==> config.mk <==
export PLATFORM = sky130hd
export DESIGN_NAME = fifo_rd_stream
export DESIGN_NICKNAME = d
export VERILOG_FILES = /design/src/rtl/fifo_rd_stream.sv
export SDC_FILE = /design/constraint.sdc
export NUM_CORES = 1
export LEC_CHECK = 0
export ABC_AREA = 1
export ABC_CLOCK_PERIOD_IN_PS = 5200
export CAP_MARGIN = 40
export CORE_MARGIN = 1
export CORE_UTILIZATION = 55
export DETAILED_ROUTE_END_ITERATION = 8
export PLACE_DENSITY = 0.89
export SYNTH_ARGS = -nofsm -noshare
export SYNTH_HDL_FRONTEND = slang
export SYNTH_SLANG_ARGS = --single-unit
==> constraint.sdc <==
create_clock -name rd_clk -period 5.2 [get_ports rd_clk]
set_input_delay 0.52 -clock rd_clk [delete_from_list [all_inputs] [get_ports rd_clk]]
set_output_delay 0.52 -clock rd_clk [all_outputs]
set_load 0.02 [all_outputs]
==> src/rtl/fifo_rd_stream.sv <==
// -----------------------------------------------------------------------------
// fifo_rd_stream
//   Read-side drain adapter for async_fifo, clocked in the read domain.
//   Turns the FIFO's rd_en / empty / registered rd_data interface into a
//   valid/ready stream. A 2-entry prefetch buffer sustains one word per cycle
//   and absorbs back-pressure without losing or duplicating words. Also counts
//   delivered words and supports a synchronous flush.
//
// Ports
//   rd_clk      in   1      read-domain clock, all logic on posedge
//   rd_rst_n    in   1      asynchronous active-low reset
//   fifo_empty  in   1      async_fifo empty flag
//   fifo_rd_en  out  1      pop request to async_fifo
//   fifo_rdata  in   DW     async_fifo rd_data, valid 1 cycle after a pop
//   flush       in   1      drop buffered and in-flight words
//   m_valid     out  1      output word valid
//   m_ready     in   1      downstream accept
//   m_data      out  DW     output word (buffer head)
//   word_cnt    out  CNT_W  words accepted downstream, wraps modulo 2^CNT_W
// -----------------------------------------------------------------------------
module fifo_rd_stream #(
  parameter int DW    = 16,
  parameter int CNT_W = 16
) (
  input  logic             rd_clk,
  input  logic             rd_rst_n,
  input  logic             fifo_empty,
  output logic             fifo_rd_en,
  input  logic [DW-1:0]    fifo_rdata,
  input  logic             flush,
  output logic             m_valid,
  input  logic             m_ready,
  output logic [DW-1:0]    m_data,
  output logic [CNT_W-1:0] word_cnt
);

  // Buffer occupancy doubles as the FSM state.
  typedef enum logic [1:0] {
    S_EMPTY = 2'd0,
    S_ONE   = 2'd1,
    S_FULL  = 2'd2
  } state_t;

  state_t           r_state;
  state_t           w_state_nxt;
  logic             r_inflight;
  logic             r_head;
  logic             r_tail;
  logic [DW-1:0]    r_buf [2];
  logic [CNT_W-1:0] r_word_cnt;

  logic             w_pop;
  logic             w_cap;
  logic [2:0]       w_occ;

  assign w_pop = (r_state != S_EMPTY) & m_ready;
  // A word returning during a flush cycle is discarded, never written.
  assign w_cap = r_inflight & ~flush;
  // Words owned by the adapter after this cycle's pop; a new request is only
  // issued when its data is guaranteed a free slot on arrival.
  assign w_occ = {1'b0, r_state} + {2'b00, r_inflight} - {2'b00, w_pop};

  // ---- state register ----
  always_ff @(posedge rd_clk or negedge rd_rst_n) begin
    if (!rd_rst_n) begin
      r_state <= S_EMPTY;
    end else begin
      r_state <= w_state_nxt;
    end
  end

  // ---- next-state logic ----
  always_comb begin
    w_state_nxt = r_state;
    if (flush) begin
      w_state_nxt = S_EMPTY;
    end else begin
      case ({w_cap, w_pop})
        2'b10: begin
          case (r_state)
            S_EMPTY: w_state_nxt = S_ONE;
            S_ONE:   w_state_nxt = S_FULL;
            default: w_state_nxt = S_FULL;
          endcase
        end
        2'b01: begin
          case (r_state)
            S_FULL:  w_state_nxt = S_ONE;
            default: w_state_nxt = S_EMPTY;
          endcase
        end
        default: w_state_nxt = r_state;
      endcase
    end
  end

  // ---- output logic ----
  always_comb begin
    m_valid    = (r_state != S_EMPTY);
    fifo_rd_en = rd_rst_n & ~fifo_empty & ~flush & (w_occ < 3'd2);
  end

  // ---- datapath: in-flight flag, pointers, buffer, counter ----
  always_ff @(posedge rd_clk or negedge rd_rst_n) begin
    if (!rd_rst_n) begin
      r_inflight <= 1'b0;
      r_head     <= 1'b0;
      r_tail     <= 1'b0;
      r_buf[0]   <= '0;
      r_buf[1]   <= '0;
      r_word_cnt <= '0;
    end else begin
      r_inflight <= fifo_rd_en;
      if (flush) begin
        r_head <= 1'b0;
        r_tail <= 1'b0;
      end else begin
        if (w_pop) begin
          r_head     <= ~r_head;
          r_word_cnt <= r_word_cnt + CNT_W'(1);
        end
        if (w_cap) begin
          r_buf[r_tail] <= fifo_rdata;
          r_tail        <= ~r_tail;
        end
      end
    end
  end

  assign m_data   = r_buf[r_head];
  assign word_cnt = r_word_cnt;

  // The issue rule keeps a returning word from ever meeting a full buffer.
  a_no_cap_when_full: assert property (
    @(posedge rd_clk) disable iff (!rd_rst_n) !(w_cap && r_state == S_FULL)
  );

endmodule

==> impl_metrics.csv <==
group,metric,value,unit
routing,wirelength,5135,um
placed_design,hpwl,3472,um
yosys,seq_area_frac_synth,50.89,%
yosys,yosysTopAreaCell,"dfrtp_1",
layout,final_layout_size_suffix_gt1_share,10.35,%
pwr,p_leak,1.612,nW
yosys,synth-main-ff-cell,"dfrtp_1",
sta,period_share,69.77,%
layout,fin_nets,389,
clocking,clockBufferDepth,2,
floorplanning,die_h,70.84,um
yosys,yosys_warnings,0,
yosys,synthTopCellsByCount,"nand2_1, dfrtp_1, inv_1",
sta,finalWorstSetupSlack,1.572,ns
clocking,cts_buffers,5,
floorplanning,die_w,70.84,um
yosys,synth_edf_count,0,
sta,min_period,3.628,ns
yosys,yosysUniqueCellTypes,30,
routing,viasPerCell,5.043,
yosys,synthTopCellsByArea,"dfrtp_1, nand2_1, o21ai_2",
setup_path,crit_arrival,3.11,ns
setup_path,cp_slowest_stage_delay,0.67,ns
routing,vias,2113,
clocking,root_buffer,"clkbuf_8",
placed_design,place_ws,1.536,ns
grt,antenna_found_initial,0,
routing,drc,0,
setup_path,crit_slowest_cell,"clkdlybuf4s50_1",
sta,hold_viol,0,
grt,grt_usage,23.02,%
setup_path,critPathRequiredTime,4.68,ns
floorplanning,initial_core_util,58.64,%
yosys,ys_ff_latch,53,
routing,first_iter_violations,148,
pwr,p_switching,0.4345,mW
yosys,synth_top_area_share,50.89,%
yosys,synth_nets,335,
routing,routedWlPerCell,12.26,um
clocking,ctsHtreeMaxLevel,2,
layout,area_growth,25.78,%
floorplanning,core_area,4444,um2
clocking,post_cts_resized,0,
setup_path,cp_top_family,"buffers and inverters",
routing,ant_nets,0,
grt,grt_max_degree,55,
sta,hold_ws,0.3153,ns
layout,multiInputGateArea,1072,um2
pwr,combPwrFrac,34.5,%
clocking,clkSinkCount,53,
pwr,p_int,0.8663,mW
layout,fillers,337,
setup_path,crit_buf_inv,2,
sta,finalSetupTns,0,ns
pwr,totalPowerFinal,1.301,mW
sta,slew_headroom,55.25,%
run,maxCapViolCount,0,
floorplanning,fp-row-count,24,
sta,fmax,0.2756,GHz
sta,worst_pin_slew,0.6712,ns
sta,setup_viol,0,
routing,firstDrtPassIters,8,
layout,diodes,0,
clocking,clk_pin_slew,0.10,ns
yosys,synth_most_common_cell,"nand2_1",
yosys,synthArstFlopShare,100.0,%
yosys,synth_area_per_cell,8.353,um2
floorplanning,dieArea,5018,um2
yosys,synth_cells,312,
setup_path,critical_path_class,"in2out",
setup_path,critPathLaunchType,"input pin",
pwr,pwr-share-clk,22.5,%
clocking,cts_tree,"yes",
clocking,post_cts_buffers,0,
floorplanning,ioPinCount,55,
sta,skew,0.01005,ns
setup_path,end_kind,"output port",
placed_design,gp_congestion,0.8418,
min_path,min_path_type,"in2async",
run_status,status,"complete, no violations",
pwr,ir_drop,0.0002098,V
placed_design,port_buffers,54,
grt,grt_pass1_vias,2071,
sta,rsz0062_at_grt,"false",
grt,gr-total-overflow,0,
clocking,cts_hold_buf,0,
setup_path,cp_cell_sequence,"clkdlybuf4s50_1, nand2_1, nor2_1, o21ai_0, fa_1, nand2_1, nor4_1, clkdlybuf4s50_1",
setup_path,crit_fanout,6,
pwr,p_seq_share,43.1,%
yosys,synth_area,2606,um2
grt,grt_pass1_wl,8997,um
pwr,switching_share,33.40,%
clocking,clk-insertion-delay-late,0.31,ns
sta,drv_slew,0,
pwr,powerDensity,396.8,nW/um2
layout,seq_area,1326,um2
logic make-up after synthesis:
group	count (synthesis)	synth area share (%)
flip-flops	53	50.89
buffers and inverters	45	7.969
XOR/XNOR	11	3.696
AO/OA/AOI/OAI	39	9.841
AND/OR/NAND/NOR	162	26.36
adder cells (fa/ha/maj)	2	1.248
path summary, 6_finish.rpt:
check / startpoint / end / slack [ns] / depth (start not counted)
worst max-delay path: m_ready / fifo_rd_en / 1.57 / 8
worst min-delay path: rd_rst_n / r_buf[19]$_DFFE_PN0P_ / 0.32 / 2
worst max register to register: r_state[1]$_DFFE_PN0P_ / r_inflight$_DFF_PN0_ / 3.12 / 8
worst min register to register: r_buf[24]$_DFFE_PN0P_ / r_buf[24]$_DFFE_PN0P_ / 0.49 / 2
max in group asynchronous: rd_rst_n / r_buf[6]$_DFFE_PN0P_ / 4.43 / 2
min in group rd_clk: r_buf[24]$_DFFE_PN0P_ / r_buf[24]$_DFFE_PN0P_ / 0.49 / 2
metal layers:
layer | wire length, um | global-route usage (%)
met1 | 2486 | 30.29
met2 | 2342 | 38.25
met5 | 0 | 0
met4 | 57 | 6.222
met3 | 249 | 5.840
through the flow:
| stage | cell area (um2) | utilization [%] | std cells |
|---|---|---|---|
| floorplan | 2606 | - | 312 |
| global placement | 3147 | 70.81 | 410 |
| detailed placement | 3158 | 71.06 | 411 |
| CTS | 3278 | 73.76 | 419 |
| global route | 3278 | 73.76 | 419 |
| finish | 3278 | 73.76 | 419 |
registers in the layout, indices dropped and copies added (netlist names):
signal      cells
r_buf          32
r_head          1
r_inflight      1
r_state         2
r_tail          1
word_cnt       16
cell usage in the layout, fill, tap and decap left out:
| cell | instances |
|---|---|
| inv_1 | 32 |
| nor2_2 | 3 |
| o21ai_2 | 16 |
| buf_4 | 2 |
| buf_6 | 1 |
| a21oi_1 | 1 |
| ha_1 | 1 |
| bufinv_16 | 1 |
| clkinv_2 | 1 |
| inv_2 | 1 |
| clkbuf_8 | 6 |
| clkinv_1 | 1 |
| xor2_1 | 6 |
| nand3b_1 | 2 |
| a31oi_1 | 1 |
| or2_1 | 1 |
| clkinvlp_4 | 1 |
| nor3_1 | 1 |
| nand3_1 | 9 |
| nand2_4 | 2 |
| nand4_1 | 3 |
| nor2_1 | 14 |
| nand2_1 | 123 |
| dfrtp_1 | 53 |
| xnor2_1 | 5 |
| nor4_1 | 1 |
| nand3_4 | 1 |
| nand2_2 | 1 |
| fa_1 | 1 |
| buf_2 | 1 |
| o21ai_0 | 21 |
| clkdlybuf4s50_1 | 53 |
| nor2_4 | 1 |
cell type report:
class	count	share of cell area [%]
Sequential cell	53	40.46
Multi-Input combinational cell	214	32.71
Timing Repair Buffer	57	17.14
Inverter	35	4.046
Clock buffer	6	2.519
Tap cell	52	1.985
Clock inverter	2	1.145
worst register-to-register path: stages, from the launching register on:
cell	delay, ns
dfrtp_1	0.43
inv_1	0.11
nand2_4	0.10
nand2_1	0.13
nor2_1	0.20
o21ai_0	0.14
fa_1	0.49
nand2_1	0.05
nor4_1	0.32
power groups by stage:
| stage | Clock, mW | Combinational [mW] | Sequential (mW) |
|---|---|---|---|
| 2_1_floorplan | 0 | 0.257 | 0.567 |
| 3_3_place_gp | 0 | 0.440 | 0.562 |
| 3_5_place_dp | 0 | 0.451 | 0.566 |
| 4_1_cts | 0.300 | 0.453 | 0.559 |
| 5_1_grt | 0.315 | 0.495 | 0.574 |
| 6_report | 0.292 | 0.448 | 0.560 |
Note: power is estimated with default switching activity, not from simulation.
